$ cat config.mk
export PLATFORM = sky130hd
export DESIGN_NAME = hub75_scan_seq
export DESIGN_NICKNAME = d
export VERILOG_FILES = /design/src/rtl/hub75_scan_seq.sv
export SDC_FILE = /design/constraint.sdc
export NUM_CORES = 1
export LEC_CHECK = 0
export CORE_AREA = 2 2 59 61
export CTS_BUF_LIST = sky130_fd_sc_hd__clkbuf_2
export CTS_CLUSTER_SIZE = 10
export DETAILED_ROUTE_END_ITERATION = 6
export DIE_AREA = 0 0 61 63
export GPL_TIMING_DRIVEN = 1
export MAX_ROUTING_LAYER = met4
export SLEW_MARGIN = 25
export SYNTH_ARGS = -nofsm -noshare
export SYNTH_HDL_FRONTEND = slang
export SYNTH_SLANG_ARGS = --single-unit
$ cat constraint.sdc
create_clock -name clk -period 2.5 [get_ports clk]
set_input_delay 0.25 -clock clk [delete_from_list [all_inputs] [get_ports clk]]
set_output_delay 0.25 -clock clk [all_outputs]
set_load 0.05 [all_outputs]
$ cat src/rtl/hub75_scan_seq.sv
`default_nettype none
// ============================================================================
// Module      : hub75_scan_seq
// Description : HUB75 row scan sequencer. Walks the panel rows in LINEAR,
//               ZIGZAG or BITREV order, prefetches each row into the back
//               buffer, swaps it to the front and launches one or more BCM
//               passes per row.
// Revision    : 1.0 - initial release
// ============================================================================
module hub75_scan_seq #(
    parameter int N_FB       = 2,
    parameter int N_ROWS     = 32,
    parameter     SCAN_MODE  = "ZIGZAG",
    parameter int LOG_N_FB   = $clog2(N_FB),
    parameter int LOG_N_ROWS = $clog2(N_ROWS)
) (
    input  logic                  clk,
    input  logic                  rst,
    input  logic                  ctrl_run,
    output logic                  ctrl_rdy,
    input  logic [LOG_N_FB-1:0]   frame_req,
    output logic [LOG_N_FB-1:0]   frame_cur,
    output logic                  frame_start,
    input  logic [2:0]            cfg_row_repeat,
    output logic [LOG_N_ROWS-1:0] fb_row_addr,
    output logic                  fb_row_load,
    input  logic                  fb_row_rdy,
    output logic                  fb_row_swap,
    output logic [LOG_N_ROWS-1:0] bcm_row,
    output logic                  bcm_row_first,
    output logic                  bcm_go,
    input  logic                  bcm_rdy
);

    // Row order selector: 0 = linear, 1 = zigzag, 2 = bit-reversed
    localparam int MODE_SEL = (SCAN_MODE == "LINEAR") ? 0 :
                              (SCAN_MODE == "BITREV") ? 2 : 1;

    localparam logic [2:0] S_IDLE     = 3'd0;
    localparam logic [2:0] S_LOAD     = 3'd1;
    localparam logic [2:0] S_WAIT_PF  = 3'd2;
    localparam logic [2:0] S_SWAP     = 3'd3;
    localparam logic [2:0] S_GO       = 3'd4;
    localparam logic [2:0] S_WAIT_BCM = 3'd5;

    logic [2:0]            state;
    logic [LOG_N_ROWS-1:0] row_idx;
    logic [2:0]            rep_cnt;
    logic [LOG_N_ROWS-1:0] next_idx;
    logic                  last_row;
    logic                  prefetch;

    // Logical row index to physical row address
    function automatic logic [LOG_N_ROWS-1:0] phys(input logic [LOG_N_ROWS-1:0] idx);
        logic [LOG_N_ROWS-1:0] r;
        r = idx;
        if (MODE_SEL == 1) begin
            // Even rows fill the top half, odd rows the bottom half: a
            // rotate-right by one bit of the logical index.
            r = {idx[0], idx[LOG_N_ROWS-1:1]};
        end else if (MODE_SEL == 2) begin
            for (int b = 0; b < LOG_N_ROWS; b++) begin
                r[b] = idx[LOG_N_ROWS-1-b];
            end
        end
        return r;
    endfunction

    assign next_idx = row_idx + LOG_N_ROWS'(1);
    assign last_row = (row_idx == LOG_N_ROWS'(N_ROWS - 1));
    // The next row is fetched during the first pass of the current row
    assign prefetch = (state == S_GO) && (rep_cnt == 3'd0) && !last_row;

    // Outputs decoded from the registered state so reset clears them at once
    always_comb begin
        ctrl_rdy      = (state == S_IDLE);
        frame_start   = (state == S_LOAD);
        fb_row_load   = (state == S_LOAD) || prefetch;
        fb_row_addr   = prefetch ? phys(next_idx) : phys(row_idx);
        fb_row_swap   = (state == S_SWAP);
        bcm_go        = (state == S_GO);
        bcm_row_first = (state == S_GO) && (row_idx == '0) && (rep_cnt == 3'd0);
    end

    // Scan state machine with row / repeat counters
    always_ff @(posedge clk or posedge rst) begin
        if (rst) begin
            state     <= S_IDLE;
            row_idx   <= '0;
            rep_cnt   <= 3'd0;
            frame_cur <= '0;
            bcm_row   <= '0;
        end else begin
            case (state)
                S_IDLE: begin
                    if (ctrl_run) begin
                        frame_cur <= frame_req;
                        row_idx   <= '0;
                        rep_cnt   <= 3'd0;
                        state     <= S_LOAD;
                    end
                end
                S_LOAD: begin
                    state <= S_WAIT_PF;
                end
                S_WAIT_PF: begin
                    if (fb_row_rdy && bcm_rdy) begin
                        state <= S_SWAP;
                    end
                end
                S_SWAP: begin
                    bcm_row <= phys(row_idx);
                    state   <= S_GO;
                end
                S_GO: begin
                    state <= S_WAIT_BCM;
                end
                S_WAIT_BCM: begin
                    if (bcm_rdy) begin
                        if (rep_cnt < cfg_row_repeat) begin
                            rep_cnt <= rep_cnt + 3'd1;
                            state   <= S_GO;
                        end else begin
                            rep_cnt <= 3'd0;
                            if (last_row) begin
                                state <= S_IDLE;
                            end else begin
                                row_idx <= next_idx;
                                state   <= S_WAIT_PF;
                            end
                        end
                    end
                end
                default: begin
                    state <= S_IDLE;
                end
            endcase
        end
    end

endmodule
`default_nettype wire

==> out/qor.yml, run 1 <==
cts:
  clock-sinks: 17
  clkTransAtPathRegs_ps: 180
  cts_hold_buf: 0
  cts_inserted_buffers: 3
  root_buffer: "clkbuf_2"
  cts_tree: "yes"
  cts.path.max_buffers: 2
  cts_htree_levels: 1
  clk_latency_ps: 320
place:
  portBuffers: 25
  gp_congestion: 0.857
  dp_slack_ps: 137
  hpwl_mm: 1.93
  placed_area_um2: 1460
floorplan:
  fp.coreArea_um2: 3230
  initial_utilization_pct: 33.8
  die_height_um: 63
  die_x_um: 61
  row_count: 21
  dieArea_um2: 3840
  num_io_pins: 26
pwr:
  total_power_mw: 1.33
  p_per_area_nw_per_um2: 809
  peakVddDrop_mv: 0.553
  p_leak_nw: 0.804
synthesis:
  synth_area_um2: 1090
  synth_fp_nets: 130
  synth_top_area_cell: "dfrtp_1"
  ys_types: 38
  ys_ff_latch: 17
  synth_area_leaders: "dfrtp_1, ha_1, mux2_2"
  yosysSeqAreaShare_pct: 38.9
  ys_warn_count: 0
  synth_top_area_share_pct: 38.9
  synth_area_per_cell_um2: 9.58
  ys_async_sr_fraction_pct: 100
  synth_top_flop_cell: "dfrtp_1"
  synthCells: 114
  synth_edf_count: 0
detailed_routing:
  totalWireLength_mm: 2.78
  vias_per_cell: 4.81
  vias: 947
  wire_per_inst_um: 14.1
  firstDrtPassIters: 4
  drcViolationCount: 0
  drt_iter0_drc: 28
  ant_nets: 0
critical_path:
  critPathKind: "reg -> out"
  cp.required_ps: 2250
  rr_startpoint: "row_idx[0]$_DFFE_PP0P_"
  critPathLaunchType: "register"
  rr_worst_depth: 8
  r2r-end: "row_idx[3]$_DFFE_PP0P_"
  r2r_slack_ps: 360
  crit_path_end_kind: "primary output"
  critPathMaxFanout: 5
  arrival_ps: 2200
sta:
  slew_headroom_pct: 55.6
  fin_worst_skew_ps: 7.35
  drv_slew: 0
  setup_slack_ps: 49.7
  setup_viol: 0
  max_slew.worst_pin.slew_ps: 666
  rsz0062_at_grt: "yes"
  post-route-min-period_ps: 2450
  fin_crit_sh_pct: 98.0
  fmax_mhz: 408
  hold_viol: 0
final_layout:
  drive_above_1_share_pct: 29.1
  diodes: 0
  fin_nets: 168
  area_delta_synth_final_pct: 50.1
  final_cell_area_um2: 1640
  final_util_pct: 50.7
global_route:
  grt_pass1_wl_mm: 4.65
  grt_overflow: 0
  grt_pass1_vias: 974
  grt_max_degree: 18
  grt_antenna_before_repair: 0
  grt_use_total_pct: 16.4
min_path:
  holdCritPathClass: "in -> async"
flow_run:
  drv_cap: 0
run_status:
  status: "completed"
[routing by layer]
| metal | wire length, um | vias to the layer above | track usage (%) |
|---|---|---|---|
| li1 | - | 473 | - |
| met1 | 1320 | 449 | 22.8 |
| met2 | 1320 | 20 | 23.4 |
| met3 | 81 | 5 | 2.48 |
| met4 | 61 | 0 | 7.34 |
| met5 | 0 | - | - |
[Yosys cell counts (all sizes together), types with 2 or more instances]
cell and number:
mux2 6, ha 7, a22o 3, nand2b 3, buf 3, nor2 6
nor4b 2, nor2b 4, o21ai 10, xnor2 3, nor3 4, inv 9
and4b 3, nand3 2, nand2 10, dfrtp 17, clkbuf 2, a31oi 2
a21oi 3
[cell families (layout without fill, tap and decap cells)]
logic type,Yosys count,count (layout),synth area share [%]
AO/OA/AOI/OAI,25,25,15.5
multiplexers,6,6,6.19
XOR/XNOR,3,3,2.41
buffers and inverters,14,51,5.96
AND/OR/NAND/NOR,42,42,23.0
flip-flops,17,17,38.9
adder cells (fa/ha/maj),7,7,8.02
[how the worst max path moves through the flow]
stage | from | end | cells after the start | slack [ps]
after CTS | row_idx[1]$_DFFE_PP0P_ | fb_row_addr[4] | 8 | -8
after global routing | row_idx[0]$_DFFE_PP0P_ | fb_row_addr[3] | 7 | -40
after global placement | row_idx[0]$_DFFE_PP0P_ | fb_row_addr[3] | 7 | 250
after floorplan | state[0]$_DFFE_PP0P_ | fb_row_addr[2] | 5 | -10
final | row_idx[0]$_DFFE_PP0P_ | fb_row_addr[3] | 7 | 50
after detailed placement | row_idx[0]$_DFFE_PP0P_ | fb_row_addr[3] | 7 | 140
[worst max-delay path, stage by stage (launching register included)]
cell and delay (ps):
dfrtp_1 420, ha_2 190, and3_4 180, ha_4 160, nor4bb_4 290, buf_6 170, mux2_4 310, buf_8 150
[cell usage in the layout, fill, tap and decap left out, types with 5 or more instances in the layout]
cell and count:
nor2_1 6, o21ai_0 9, clkdlybuf4s50_1 16, ha_1 5, mux2_2 5, buf_4 12, inv_1 9, nand2_1 9
dfrtp_1 16
[timing repair]
action	4_1_cts	5_1_grt
setup endpoints to repair	8	6
pin swaps	2	3
setup buffers	7	3
gates resized for setup	12	9
cloned	0	0
[per-stage QoR]
stage | TNS, ps | hold slack [ps] | cells
floorplan | -20.2 | 176 | 114
global placement | 0 | 472 | 183
detailed placement | 0 | 480 | 183
CTS | -10.1 | 308 | 194
global route | -83.1 | 327 | 197
finish | 0 | 292 | 197
[power by group]
part / switching (mW) / internal [mW] / leakage, nW / total, mW
registers: 0.0885 / 0.322 / 0.229 / 0.411
clock network: 0.0970 / 0.0362 / 0.0164 / 0.133
logic: 0.454 / 0.328 / 0.559 / 0.782
[cell type report]
cell class | instances | area (um2)
inverters | 9 | 33.8
clock buffers | 3 | 15.0
multi-input cells | 83 | 691
repair buffers | 38 | 410
well taps | 46 | 57.6
flip-flops and latches | 17 | 427
clock inverters | 1 | 5.00
fillers | 315 | 1590
[sequential cells by signal, indices dropped and copies added, names as in the netlist]
signal     flops
bcm_row        5
frame_cur      1
rep_cnt        3
row_idx        5
state          3
Power figures use the tool's default switching activity.
==> inputs of run 2 (changes only) <==
--- a/config.mk
+++ b/config.mk
@@ -12,6 +12,7 @@
 export DIE_AREA = 0 0 61 63
 export GPL_TIMING_DRIVEN = 1
 export MAX_ROUTING_LAYER = met4
+export REMOVE_ABC_BUFFERS = 1
 export SLEW_MARGIN = 25
 export SYNTH_ARGS = -nofsm -noshare
 export SYNTH_HDL_FRONTEND = slang
==> run 2 against run 1 <==
Power down 2.1%. Global-route usage decreased by 1.4 points. Final cell count is 2.5% lower. Clock-buffer cell count unchanged. Fmax hardly changed. Hold slack improved by 20 ps. Combinational power shrank 3.2%. Critical path type unchanged.
==> out/qor.yml, run 2 (synthesis results as in run 1) <==
final_layout:
  mostFrequentLayoutCells: "dfrtp_1, clkdlybuf4s50_1, nand2_1"  # was dfrtp_1, clkdlybuf4s50_1, buf_4
  final_common_cell: "dfrtp_1"
  drive_above_1_share_pct: 25.3  # was 29.1%
  diodes: 0  # unchanged
  final_cell_area_um2: 1570  # was 1640 um2
  largest_registers: "bcm_row x5, row_idx x5"  # unchanged
  fin_nets: 163  # was 168
  final_cells: 192  # was 197
  area_delta_synth_final_pct: 44.0  # was 50.1%
global_route:
  grt_max_degree: 18  # unchanged
  grt_overflow: 0  # unchanged
  grt_pass1_wl_mm: 4.23  # was 4.65 mm
  grt_pass1_vias: 930  # was 974
  grt_use_total_pct: 15.0  # was 16.4%
  grt_antenna_before_repair: 0  # unchanged
pwr:
  p_leak_nw: 0.791  # was 0.804 nW
  p_per_area_nw_per_um2: 826  # was 809 nW/um2
  peakVddDrop_mv: 0.672  # was 0.553 mV
sta:
  fin_crit_sh_pct: 98.1  # was 98.0%
  hold_viol: 0  # unchanged
  rsz0062_at_grt: "yes"  # unchanged
  fmax_mhz: 408  # about the same
  max_slew.worst_pin.slew_ps: 682  # was 666 ps
  setup_viol: 0  # unchanged
  post-route-min-period_ps: 2450  # about the same
  fin_worst_skew_ps: 7.11  # was 7.35 ps
  hold_ws_ps: 312  # was 292 ps
  drv_slew: 0  # unchanged
  slew_headroom_pct: 54.5  # was 55.6%
cts:
  clk_latency_ps: 300  # was 320 ps
  cts_hold_buf: 0  # unchanged
  root_buffer: "clkbuf_2"  # unchanged
  cts_htree_levels: 1  # unchanged
  cts_inserted_buffers: 3  # unchanged
  clock-sinks: 17  # unchanged
  cts_tree: "yes"  # unchanged
  cts.path.max_buffers: 2  # unchanged
  clkTransAtPathRegs_ps: 190  # was 180 ps
critical_path:
  slowest_stage: "dfrtp_1"  # unchanged
  critPathMaxFanout: 6  # was 5
  arrival_ps: 2200  # about the same
  crit_path_end_kind: "primary output"  # unchanged
  critPathKind: "reg -> out"  # unchanged
  critPathLaunchType: "register"  # unchanged
  max_stage_delay_ps: 440  # was 420 ps
  path_cells: "ha_2 -> and3_4 -> ha_4 -> nor4bb_4 -> buf_4 -> mux2_4 -> buf_8"  # was ha_2 -> and3_4 -> ha_4 -> nor4bb_4 -> buf_6 -> mux2_4 -> buf_8
  cp.required_ps: 2250  # about the same
place:
  portBuffers: 25  # unchanged
  dp.cells: 182  # was 183
  gp_congestion: 0.795  # was 0.857
  placed_area_um2: 1430  # was 1460 um2
  hpwl_mm: 1.84  # was 1.93 mm
detailed_routing:
  vias: 938  # was 947
  ant_nets: 0  # unchanged
  totalWireLength_mm: 2.58  # was 2.78 mm
  drt_iter0_drc: 35  # was 28
  firstDrtPassIters: 4  # unchanged
  vias_per_cell: 4.89  # was 4.81
  wire_per_inst_um: 13.4  # was 14.1 um
  drcViolationCount: 0  # unchanged
floorplan:
  dieArea_um2: 3840  # unchanged
  row_count: 21  # unchanged
  die_height_um: 63  # unchanged
  num_io_pins: 26  # unchanged
  fp.coreArea_um2: 3230  # unchanged
  initial_utilization_pct: 33.8  # unchanged
  die_x_um: 61  # unchanged
flow_run:
  drv_cap: 0  # unchanged
run_status:
  status: "completed"  # unchanged
min_path:
  holdCritPathClass: "in -> async"  # unchanged
==> run 2: changes by cell type in the layout (fill, tap and decap cells not counted) <==
cell | previous run | this run
buf_4 | 12 | 9
buf_12 | 4 | 5
dlygate4sd2_1 | 2 | 0
clkbuf_16 | 1 | 0
xnor2_1 | 0 | 1
buf_6 | 2 | 0
xnor2_4 | 1 | 0
dlymetal6s2s_1 | 0 | 3
nand2_1 | 9 | 10
clkdlybuf4s50_1 | 16 | 15
nand2_4 | 1 | 0
==> run 2: layout make-up <==
class / count / area (um2)
fill: 297 / 1660
tap: 46 / 57.6
clock buffer: 3 / 15.0
sequential: 17 / 427
timing repair buffer: 33 / 370
multi-input combinational: 83 / 664
clock inverter: 1 / 5.00
inverter: 9 / 33.8
==> run 2: worst paths after layout <==
path | cells after the start | startpoint | endpoint | slack (ps)
min in group clk | 2 | bcm_row[4]$_DFFE_PP0P_ | bcm_row[4]$_DFFE_PP0P_ | 520
max | 7 | row_idx[0]$_DFFE_PP0P_ | fb_row_addr[3] | 50
max reg2reg | 5 | rep_cnt[2]$_DFFE_PP0P_ | row_idx[3]$_DFFE_PP0P_ | 510
min | 2 | rst | state[1]$_DFFE_PP0P_ | 310
min reg2reg | 2 | bcm_row[4]$_DFFE_PP0P_ | bcm_row[4]$_DFFE_PP0P_ | 520
max in group asynchronous | 2 | rst | state[2]$_DFFE_PP0P_ | 1720
==> run 2: repair_timing <==
item / in CTS / in global routing
gates resized for setup: 8 / 10
setup buffers: 6 / 0
setup endpoints to repair: 5 / 9
pin swaps: 2 / 0
==> run 2: stage by stage <==
stage	utilization [%]	TNS, ps	total power [mW]	setup slack, ps
finish	48.7	0	1.30	48.0
global route	48.7	-224	1.38	-59.9
CTS	47.5	0	1.29	4.00
detailed placement	44.2	0	1.13	203
global placement	44.2	0	1.13	248
floorplan	-	-5780	0.874	-1240
==> run 2: power by group <==
part | internal (mW) | switching [mW]
Combinational | 0.320 | 0.437
Clock | 0.0363 | 0.0951
Sequential | 0.322 | 0.0877
Total | 0.679 | 0.620
==> run 2: critical path: cells and delay by family (launching register included) <==
family | cells | cell delay [ps]
DFF | 1 | 440
adders and majority gates | 2 | 360
and+or+nand+nor | 2 | 460
muxes | 1 | 310
buffers and inverters | 2 | 340
==> run 2: per-layer routing <==
metal	wire, um	part of all wire, %	global-route usage [%]	up-vias
li1	-	-	-	467
met3	66	2.6	2.48	2
met4	15	0.58	4.89	0
met1	1270	49	21.9	453
met5	0	0	-	-
met2	1230	48	21.1	16
